## config.mk

```make
export PLATFORM = sky130hd
export DESIGN_NAME = spi_slave_ctrl_flat
export DESIGN_NICKNAME = d
export VERILOG_FILES = /design/src/rtl/spi_slave_ctrl_if.sv /design/src/rtl/spi_slave_ctrl.sv /design/src/flat_wrapper.sv
export SDC_FILE = /design/constraint.sdc
export NUM_CORES = 1
export LEC_CHECK = 0
export ABC_AREA = 1
export CORE_MARGIN = 2
export CORE_UTILIZATION = 51
export CTS_BUF_LIST = sky130_fd_sc_hd__clkbuf_16
export CTS_CLUSTER_SIZE = 10
export DETAILED_ROUTE_END_ITERATION = 8
export GPL_ROUTABILITY_DRIVEN = 0
export PLACE_DENSITY = 0.76
export SLEW_MARGIN = 20
export SYNTH_ARGS = -nofsm -noshare
export SYNTH_HDL_FRONTEND = slang
export SYNTH_SLANG_ARGS = --single-unit
```

## constraint.sdc

```tcl
create_clock -name clk -period 1.53 [get_ports clk]
set_input_delay 0.306 -clock clk [delete_from_list [all_inputs] [get_ports clk]]
set_output_delay 0.306 -clock clk [all_outputs]
set_load 0.02 [all_outputs]
```

## src/rtl/spi_slave_ctrl_if.sv

```systemverilog
`default_nettype none
// +--------------------------------------------------------------------------+
// | spi_slave_ctrl_if : SPI-slave controller strobe/handshake bundle          |
// | Revision 1.0                                                             |
// +--------------------------------------------------------------------------+
interface spi_slave_ctrl_if;
  logic sck_rise;
  logic cs;
  logic mosi;
  logic miso_en;
  logic addr_we;
  logic sr_we;
  logic dm_we;
  logic addr_inc;
  logic busy;

  modport master (
    output sck_rise, cs, mosi,
    input  miso_en, addr_we, sr_we, dm_we, addr_inc, busy
  );

  modport slave (
    input  sck_rise, cs, mosi,
    output miso_en, addr_we, sr_we, dm_we, addr_inc, busy
  );
endinterface
`default_nettype wire

```

## src/rtl/spi_slave_ctrl.sv

```systemverilog
`default_nettype none
// +--------------------------------------------------------------------------+
// | spi_slave_ctrl : SPI-slave address / R-W / data phase sequencer           |
// | Option SPI_SLAVE_BURST_EN: multi-word bursts with address increment.     |
// | Revision 1.0                                                             |
// +--------------------------------------------------------------------------+
module spi_slave_ctrl #(
  parameter int ADDR_W   = 7,
  parameter int DATA_W   = 8,
  parameter bit READ_BIT = 1'b1
) (
  input  wire logic        clk,
  input  wire logic        reset,
  spi_slave_ctrl_if.slave  spi
);
  localparam int c_MAX_W = (ADDR_W > DATA_W) ? ADDR_W : DATA_W;
  localparam int c_CNT_W = $clog2(c_MAX_W + 1);
  localparam logic [c_CNT_W-1:0] c_CNT_ONE   = c_CNT_W'(1);
  localparam logic [c_CNT_W-1:0] c_ADDR_LAST = c_CNT_W'(ADDR_W - 1);
  localparam logic [c_CNT_W-1:0] c_DATA_LAST = c_CNT_W'(DATA_W - 1);

  localparam logic [2:0] c_IDLE  = 3'd0;
  localparam logic [2:0] c_ADDR  = 3'd1;
  localparam logic [2:0] c_RW    = 3'd2;
  localparam logic [2:0] c_READ  = 3'd3;
  localparam logic [2:0] c_WRITE = 3'd4;
  localparam logic [2:0] c_DONE  = 3'd5;

  logic [2:0]         r_state, w_state_nxt;
  logic [c_CNT_W-1:0] r_cnt, w_cnt_nxt;
  logic r_miso_en, r_addr_we, r_sr_we, r_dm_we, r_busy;
  logic w_miso_en_nxt, w_addr_we_nxt, w_sr_we_nxt, w_dm_we_nxt, w_busy_nxt;
  logic w_abort, w_addr_last, w_data_last, w_is_read;
`ifdef SPI_SLAVE_BURST_EN
  logic r_addr_inc, r_sr_pend;
  logic w_addr_inc_nxt, w_sr_pend_nxt;
`endif

  assign w_abort     = (r_state != c_IDLE) && spi.cs;
  assign w_addr_last = spi.sck_rise && (r_cnt == c_ADDR_LAST);
  assign w_data_last = spi.sck_rise && (r_cnt == c_DATA_LAST);
  assign w_is_read   = (spi.mosi == READ_BIT);

  always_ff @(posedge clk) begin
    if (reset) begin
      r_state   <= c_IDLE;
      r_cnt     <= '0;
      r_miso_en <= 1'b0;
      r_addr_we <= 1'b0;
      r_sr_we   <= 1'b0;
      r_dm_we   <= 1'b0;
      r_busy    <= 1'b0;
`ifdef SPI_SLAVE_BURST_EN
      r_addr_inc <= 1'b0;
      r_sr_pend  <= 1'b0;
`endif
    end else begin
      r_state   <= w_state_nxt;
      r_cnt     <= w_cnt_nxt;
      r_miso_en <= w_miso_en_nxt;
      r_addr_we <= w_addr_we_nxt;
      r_sr_we   <= w_sr_we_nxt;
      r_dm_we   <= w_dm_we_nxt;
      r_busy    <= w_busy_nxt;
`ifdef SPI_SLAVE_BURST_EN
      r_addr_inc <= w_addr_inc_nxt;
      r_sr_pend  <= w_sr_pend_nxt;
`endif
    end
  end

  always_comb begin
    w_state_nxt = r_state;
    w_cnt_nxt   = r_cnt;
    if (w_abort) begin
      w_state_nxt = c_IDLE;
      w_cnt_nxt   = '0;
    end else begin
      case (r_state)
        c_IDLE: begin
          if (!spi.cs) begin
            w_state_nxt = c_ADDR;
            w_cnt_nxt   = '0;
          end
        end
        c_ADDR: begin
          if (w_addr_last) begin
            w_state_nxt = c_RW;
            w_cnt_nxt   = '0;
          end else if (spi.sck_rise) begin
            w_cnt_nxt = r_cnt + c_CNT_ONE;
          end
        end
        c_RW: begin
          if (spi.sck_rise) begin
            w_state_nxt = w_is_read ? c_READ : c_WRITE;
            w_cnt_nxt   = '0;
          end
        end
        c_READ, c_WRITE: begin
          if (w_data_last) begin
            w_cnt_nxt = '0;
`ifndef SPI_SLAVE_BURST_EN
            w_state_nxt = c_DONE;
`endif
          end else if (spi.sck_rise) begin
            w_cnt_nxt = r_cnt + c_CNT_ONE;
          end
        end
        c_DONE: ;
        default: begin
          w_state_nxt = c_IDLE;
          w_cnt_nxt   = '0;
        end
      endcase
    end
  end

  // Strobes are all gated by abort so that a cs rise discards a partial word.
  always_comb begin
    w_busy_nxt    = (w_state_nxt != c_IDLE);
    w_miso_en_nxt = (w_state_nxt == c_READ) ||
                    ((w_state_nxt == c_DONE) && ((r_state == c_READ) || r_miso_en));
    w_addr_we_nxt = !w_abort && (r_state == c_ADDR) && w_addr_last;
    w_dm_we_nxt   = !w_abort && (r_state == c_WRITE) && w_data_last;
    w_sr_we_nxt   = !w_abort && (r_state == c_RW) && spi.sck_rise && w_is_read;
`ifdef SPI_SLAVE_BURST_EN
    w_addr_inc_nxt = !w_abort && ((r_state == c_READ) || (r_state == c_WRITE)) && w_data_last;
    w_sr_pend_nxt  = !w_abort && (r_state == c_READ) && w_data_last;
    w_sr_we_nxt    = w_sr_we_nxt || (!w_abort && r_sr_pend);
`endif
  end

  assign spi.miso_en = r_miso_en;
  assign spi.addr_we = r_addr_we;
  assign spi.sr_we   = r_sr_we;
  assign spi.dm_we   = r_dm_we;
  assign spi.busy    = r_busy;
`ifdef SPI_SLAVE_BURST_EN
  assign spi.addr_inc = r_addr_inc;
`else
  assign spi.addr_inc = 1'b0;
`endif
endmodule
`default_nettype wire

```

## src/flat_wrapper.sv

```systemverilog
// flat-port wrapper written by rule: the top's interface ports become plain ports
module spi_slave_ctrl_flat 
#(
  parameter int ADDR_W   = 7,
  parameter int DATA_W   = 8,
  parameter bit READ_BIT = 1'b1
)
  (clk, reset, spi_sck_rise, spi_cs, spi_mosi, spi_miso_en, spi_addr_we, spi_sr_we, spi_dm_we, spi_addr_inc, spi_busy);
  spi_slave_ctrl_if spi_i ();
  input  wire logic clk;
  input  wire logic reset;
  input wire logic [$bits(spi_i.sck_rise)-1:0] spi_sck_rise;
  input wire logic [$bits(spi_i.cs)-1:0] spi_cs;
  input wire logic [$bits(spi_i.mosi)-1:0] spi_mosi;
  output wire logic [$bits(spi_i.miso_en)-1:0] spi_miso_en;
  output wire logic [$bits(spi_i.addr_we)-1:0] spi_addr_we;
  output wire logic [$bits(spi_i.sr_we)-1:0] spi_sr_we;
  output wire logic [$bits(spi_i.dm_we)-1:0] spi_dm_we;
  output wire logic [$bits(spi_i.addr_inc)-1:0] spi_addr_inc;
  output wire logic [$bits(spi_i.busy)-1:0] spi_busy;
  assign spi_i.sck_rise = spi_sck_rise;
  assign spi_i.cs = spi_cs;
  assign spi_i.mosi = spi_mosi;
  assign spi_miso_en = spi_i.miso_en;
  assign spi_addr_we = spi_i.addr_we;
  assign spi_sr_we = spi_i.sr_we;
  assign spi_dm_we = spi_i.dm_we;
  assign spi_addr_inc = spi_i.addr_inc;
  assign spi_busy = spi_i.busy;
  spi_slave_ctrl #(.ADDR_W(ADDR_W), .DATA_W(DATA_W), .READ_BIT(READ_BIT)) u_core (.clk(clk), .reset(reset), .spi(spi_i));
endmodule
```

; ---- Yosys cells after proc, flatten, opt, wreduce, memory -nomap -nowiden
; Index checks and enable logic that the tools add are counted.
[classes]
add_sub_neg = 1
eq_ne = 11
mux = 13
bitwise_logic = 1
reduce_logical = 20
[op_table]
columns = cell, n
row1 = 2-to-1 mux 4 bit, 5
row2 = one-hot mux 4 bit (5 select lines), 1
row3 = 2-to-1 mux 3 bit, 6
row4 = one-hot mux 3 bit (5 select lines), 1
row5 = logical AND 1 bit, 11
row6 = "== test 3 x 2 -> 1 bit, second input constant", 3
row7 = "== test 3 bit, second input constant", 3
row8 = "== test 4 x 3 -> 1 bit, second input constant", 2
row9 = nonzero test 3 bit, 2
row10 = "adder 4 x 1 -> 4 bit, second input constant", 1
row11 = "inequality test 2 bit, second input constant", 2
row12 = OR reduction 2 bit, 2
row13 = "== test 3 x 1 -> 1 bit, second input constant", 1
row14 = logical NOT 3 bit, 1
row15 = AND reduction 3 bit, 1
row16 = logical OR 1 bit, 2
row17 = logical NOT 1 bit, 1
row18 = NOT 1 bit, 1
[totals]
regBits = 12
output_inout_bits = 6
elab_cells = 53

; ---- Logic depth before layout (Yosys ltp)
[logic_depth]
ltp_word = 8
depth_mapped = 11
depth_no_buf = 11

; ---- Worst setup path after synthesis
; OpenSTA, ideal clock, no wires.
[synth_path]
kind = register -> register
startpoint = reg u_core.r_cnt[0]
endpoint = reg u_core.r_busy, in the netlist u_core.spi.busy
setup_ns = 0.121
t_arrival_ns = 1.054
required_ns = 1.409
path_slack_ns = 0.355
stages_incl_launch_ff = 10
n_path_buf = 0
synth_period_minus_slack_ns = 1.175
path_cell_list = dfxtp_1 > ha_1 > nand2_1 > inv_1 > nand2_1 > nand2_1 > nand2_1 > nand2_1 > o21ai_0 > o21ai_1
[synth_via]
elab_chain_cells = 6
elab_cells_between_ends = 9
classes_between = eq/ne: 2 / mux: 4 / reduce/logical: 3
[synth_lines]
columns = element, line_no
row1 = start: declaration, spi_slave_ctrl.sv:30  ; logic [c_CNT_W-1:0] r_cnt, w_cnt_nxt;
row2 = start signal: assignment, spi_slave_ctrl.sv:59  ; r_cnt <= w_cnt_nxt;
row3 = "== test 4 x 3 -> 1 bit, on equally long branches", "spi_slave_ctrl.sv:41, spi_slave_ctrl.sv:40"
row4 = "logical AND 1 bit, on equally long branches", "spi_slave_ctrl.sv:41, spi_slave_ctrl.sv:40"
row5 = "2-to-1 mux 3 bit, on equally long branches", "spi_slave_ctrl.sv:101, spi_slave_ctrl.sv:87"
row6 = one-hot mux 3 bit (5 select lines) (*), spi_slave_ctrl.sv:79  ; case (r_state)
row7 = 2-to-1 mux 3 bit (*), spi_slave_ctrl.sv:75  ; if (w_abort) begin
row8 = nonzero test 3 bit (*), spi_slave_ctrl.sv:121  ; w_busy_nxt = (w_state_nxt != c_IDLE);
row9 = end signal: assignment, spi_slave_ctrl.sv:64  ; r_busy <= w_busy_nxt;
row10 = end: declaration, spi_slave_ctrl.sv:31  ; logic r_miso_en, r_addr_we, r_sr_we, r_dm_we, r_busy;
; Mark *: on every way between the ends. The rest lies on a longest branch, timed or not.
; A chain may end at the register's enable or synchronous reset.

; ---- Worst setup path in the final report
[layout_path]
startpoint = reg u_core.r_miso_en, in the netlist u_core.spi.miso_en
endpoint = out spi_miso_en
[layout_rtl]
columns = element, line_no
row1 = start: declaration, spi_slave_ctrl.sv:31
row2 = start signal: assignment, spi_slave_ctrl.sv:60  ; r_miso_en <= w_miso_en_nxt;
row3 = end: declaration, flat_wrapper.sv:15  ; output wire logic [$bits(spi_i.miso_en)-1:0] spi_miso_en;
; No word-level cell between the ends.

==> flow_summary.toml <==
[global_routing]
grt_pass1_wl_um = 3105
antenna_found_initial = 0
grt_pass1_vias = 734
grt_usage = 0.2282
grt_max_degree = 8
grt_overflow = 0

[placement]
dp_cells = 146
io_buffers = 9
dp_slack_ns = -0.1970
hpwlAfterDp_um = 1278
place_area_um2 = 874.6

[power_and_ir_drop]
power.density_nw_per_um2 = 949.9
peakVddDrop_v = 0.0005852
p_leak_nw = 0.4884

[finish]
fillers = 104
multiInputGateArea_um2 = 406.6
nNetsFinal = 143
finalInstanceArea_um2 = 957.2
syn_to_final_growth_pct = 31.44
layout-drive-gt1-share = 0.1493
stdcell_count = 149
register_area_um2 = 240.2
antenna_cells = 0

[synthesis]
synth_warnings = 0
syn_nets = 124
ys_types = 19
synth_compound_area_frac = 0.09450
yosys.area_share.simple = 0.4055
synth_cells = 117
synthAdderAreaFrac = 0.03436
synthMuxAreaShare = 0
syn-cell-area_um2 = 728.2
synth_top_family_by_area = "simple AND/OR/NAND/NOR gates"
seq_area_frac_synth = 0.3299
synth-xor-area-share = 0.01203
synth-seq-cells = 12
avgSynthCellArea_um2 = 6.224

[setup_path]
path_buf_inv = 1
critical_path_class = "reg -> out"
r2r_end = "u_core.spi.miso_en"
crit_fanout = 2
end_kind = "output port"
path_delay_family = "buffers and inverters"
critPathLaunchType = "flip-flop"
cp_cell_sequence = "clkdlybuf4s50_1"
r2r_setup_slack_ns = 0.14
reg2reg_from = "u_core.r_cnt[1]"
slowest_delay_ns = 0.61
reg2reg_depth = 11
critPathRequiredTime_ns = 1.22
critical_path.slowest_cell = "clkdlybuf4s50_1"
arrival_ns = 1.17

[route]
wl_um = 1901
drc = 0
dr.pass1.iters = 5
viasPerCell = 5.651
vias = 842
initialDrtViolationCount = 69
ant_nets = 0
wl_per_cell_um = 12.76

[floorplan]
rows = 13
coreArea_um2 = 1318
die_h_um = 41.79
die_area_um2 = 1746
initial_utilization = 0.5527
io_pins = 11
die_x_um = 41.79

[timing]
finalCritPeriodShare = 0.9679
clock_skew_ns = 0.003175
setup-violations-final = 0
slew_viol_final = 0
max_freq_ghz = 0.6753
finalHoldViolations = 0
period_needed_ns = 1.481
timing.final.ws_setup_ns = 0.04912

[clock_network]
htree_levels = 1
clk_pin_slew_ns = 0.04
clock_sinks = 12
cts_setup_buffers = 0
cts.path.max_buffers = 2
cts_tree = "yes"
clockRootBuffer = "clkbuf_16"
clk_latency_ns = 0.24
cts_buffers = 3

[outcome]
status = "completed"

[min_path]
hold-path-cell-count = 3
whs_endpoint = "u_core.spi.sr_we"
hp-class = "in -> reg"
hp-start = "spi_sck_rise"

[run]
maxCapViolCount = 0
stage by stage:
step	setup TNS (ns)	hold slack, ns	total power, mW	utilization
after floorplan	0	0.3776	0.4029	-
after global placement	-0.6934	0.5067	0.4360	0.6638
after detailed placement	-1.342	0.5117	0.4382	0.6638
after CTS	0	0.5249	0.9079	0.7208
after global routing	-0.02111	0.4915	0.9347	0.7265
final	0	0.4665	0.9092	0.7265
cell usage after synthesis (all sizes together):
| cell | instances | area share |
|---|---|---|
| nand2 | 32 | 0.17 |
| buf | 2 | 0.021 |
| xor2 | 1 | 0.012 |
| o21bai | 1 | 0.026 |
| nor3 | 3 | 0.021 |
| ha | 2 | 0.034 |
| a21oi | 2 | 0.014 |
| inv | 19 | 0.098 |
| dfxtp | 12 | 0.33 |
| o21ai | 8 | 0.055 |
| nor2 | 24 | 0.14 |
| nand3 | 10 | 0.076 |
| conb | 1 | 0.0051 |
cells by family after synthesis:
| kind of cell | Yosys count |
|---|---|
| AOI/OAI and AO/OA | 11 |
| xor gates and xnor gates | 1 |
| adders and majority gates | 2 |
| DFF | 12 |
| other | 1 |
| and+or+nand+nor | 69 |
| buffers and inverters | 21 |
per-layer routing:
layer  wire length [µm]  global-route usage  up-vias
li1                   -                   -      390
met1                752              0.2884      377
met2                900              0.3844       58
met3                173             0.04348       17
met4                 75             0.07742        0
met5                  0                   0        -
what timing repair did:
item,CTS,global route
setup endpoints to repair,0,8
hold buffers,0,0
endpoints found under the hold margin,0,0
gates resized for setup,0,3
state kept, by name, indices dropped and copies added, names as in the netlist:
signal              count
u_core.r_cnt            4
u_core.r_state          3
u_core.spi.addr_we      1
u_core.spi.busy         1
u_core.spi.dm_we        1
u_core.spi.miso_en      1
u_core.spi.sr_we        1
power by group:
group	total [mW]	switching, mW	internal (mW)
clock network	0.468	0.128	0.340
logic	0.112	0.0671	0.0454
registers	0.329	0.00695	0.322
total	0.909	0.202	0.707
worst max path at each step:
stage	startpoint	endpoint	slack (ns)	depth (start not counted)
after floorplan	u_core.r_cnt[0]	u_core.spi.busy	0.36	9
after global placement	spi_sck_rise	u_core.spi.busy	-0.16	8
after detailed placement	spi_sck_rise	u_core.spi.busy	-0.20	8
after CTS	spi_sck_rise	u_core.spi.busy	0.04	8
after global routing	u_core.r_cnt[0]	u_core.spi.miso_en	-0.02	9
final	u_core.spi.miso_en	spi_miso_en	0.05	1
final cells by class:
class                      count  share of cell area
timing repair buffer          16              0.1516
inverter                      19             0.07451
clock buffer                   3             0.07843
tap                           15             0.01961
multi-input combinational     84              0.4248
sequential                    12              0.2510
layout by cell type, fill, tap and decap left out:
cell type | synthesis | layout
nor2_1 | 21 | 19
nor3_1 | 3 | 3
nand3_2 | 1 | 1
dlymetal6s2s_1 | 0 | 1
o21ai_1 | 1 | 1
inv_1 | 17 | 17
dfxtp_1 | 12 | 12
clkdlybuf4s50_1 | 0 | 8
conb_1 | 1 | 1
a21oi_1 | 2 | 2
ha_1 | 2 | 2
o21ai_0 | 7 | 7
buf_4 | 2 | 7
nor2_2 | 2 | 4
clkbuf_16 | 0 | 3
xor2_1 | 1 | 1
nand2_1 | 31 | 31
nand3_1 | 9 | 9
nor2_4 | 1 | 1
o21bai_4 | 1 | 1
inv_2 | 2 | 2
nand2_2 | 1 | 1
(Power assumes the default switching activity.)
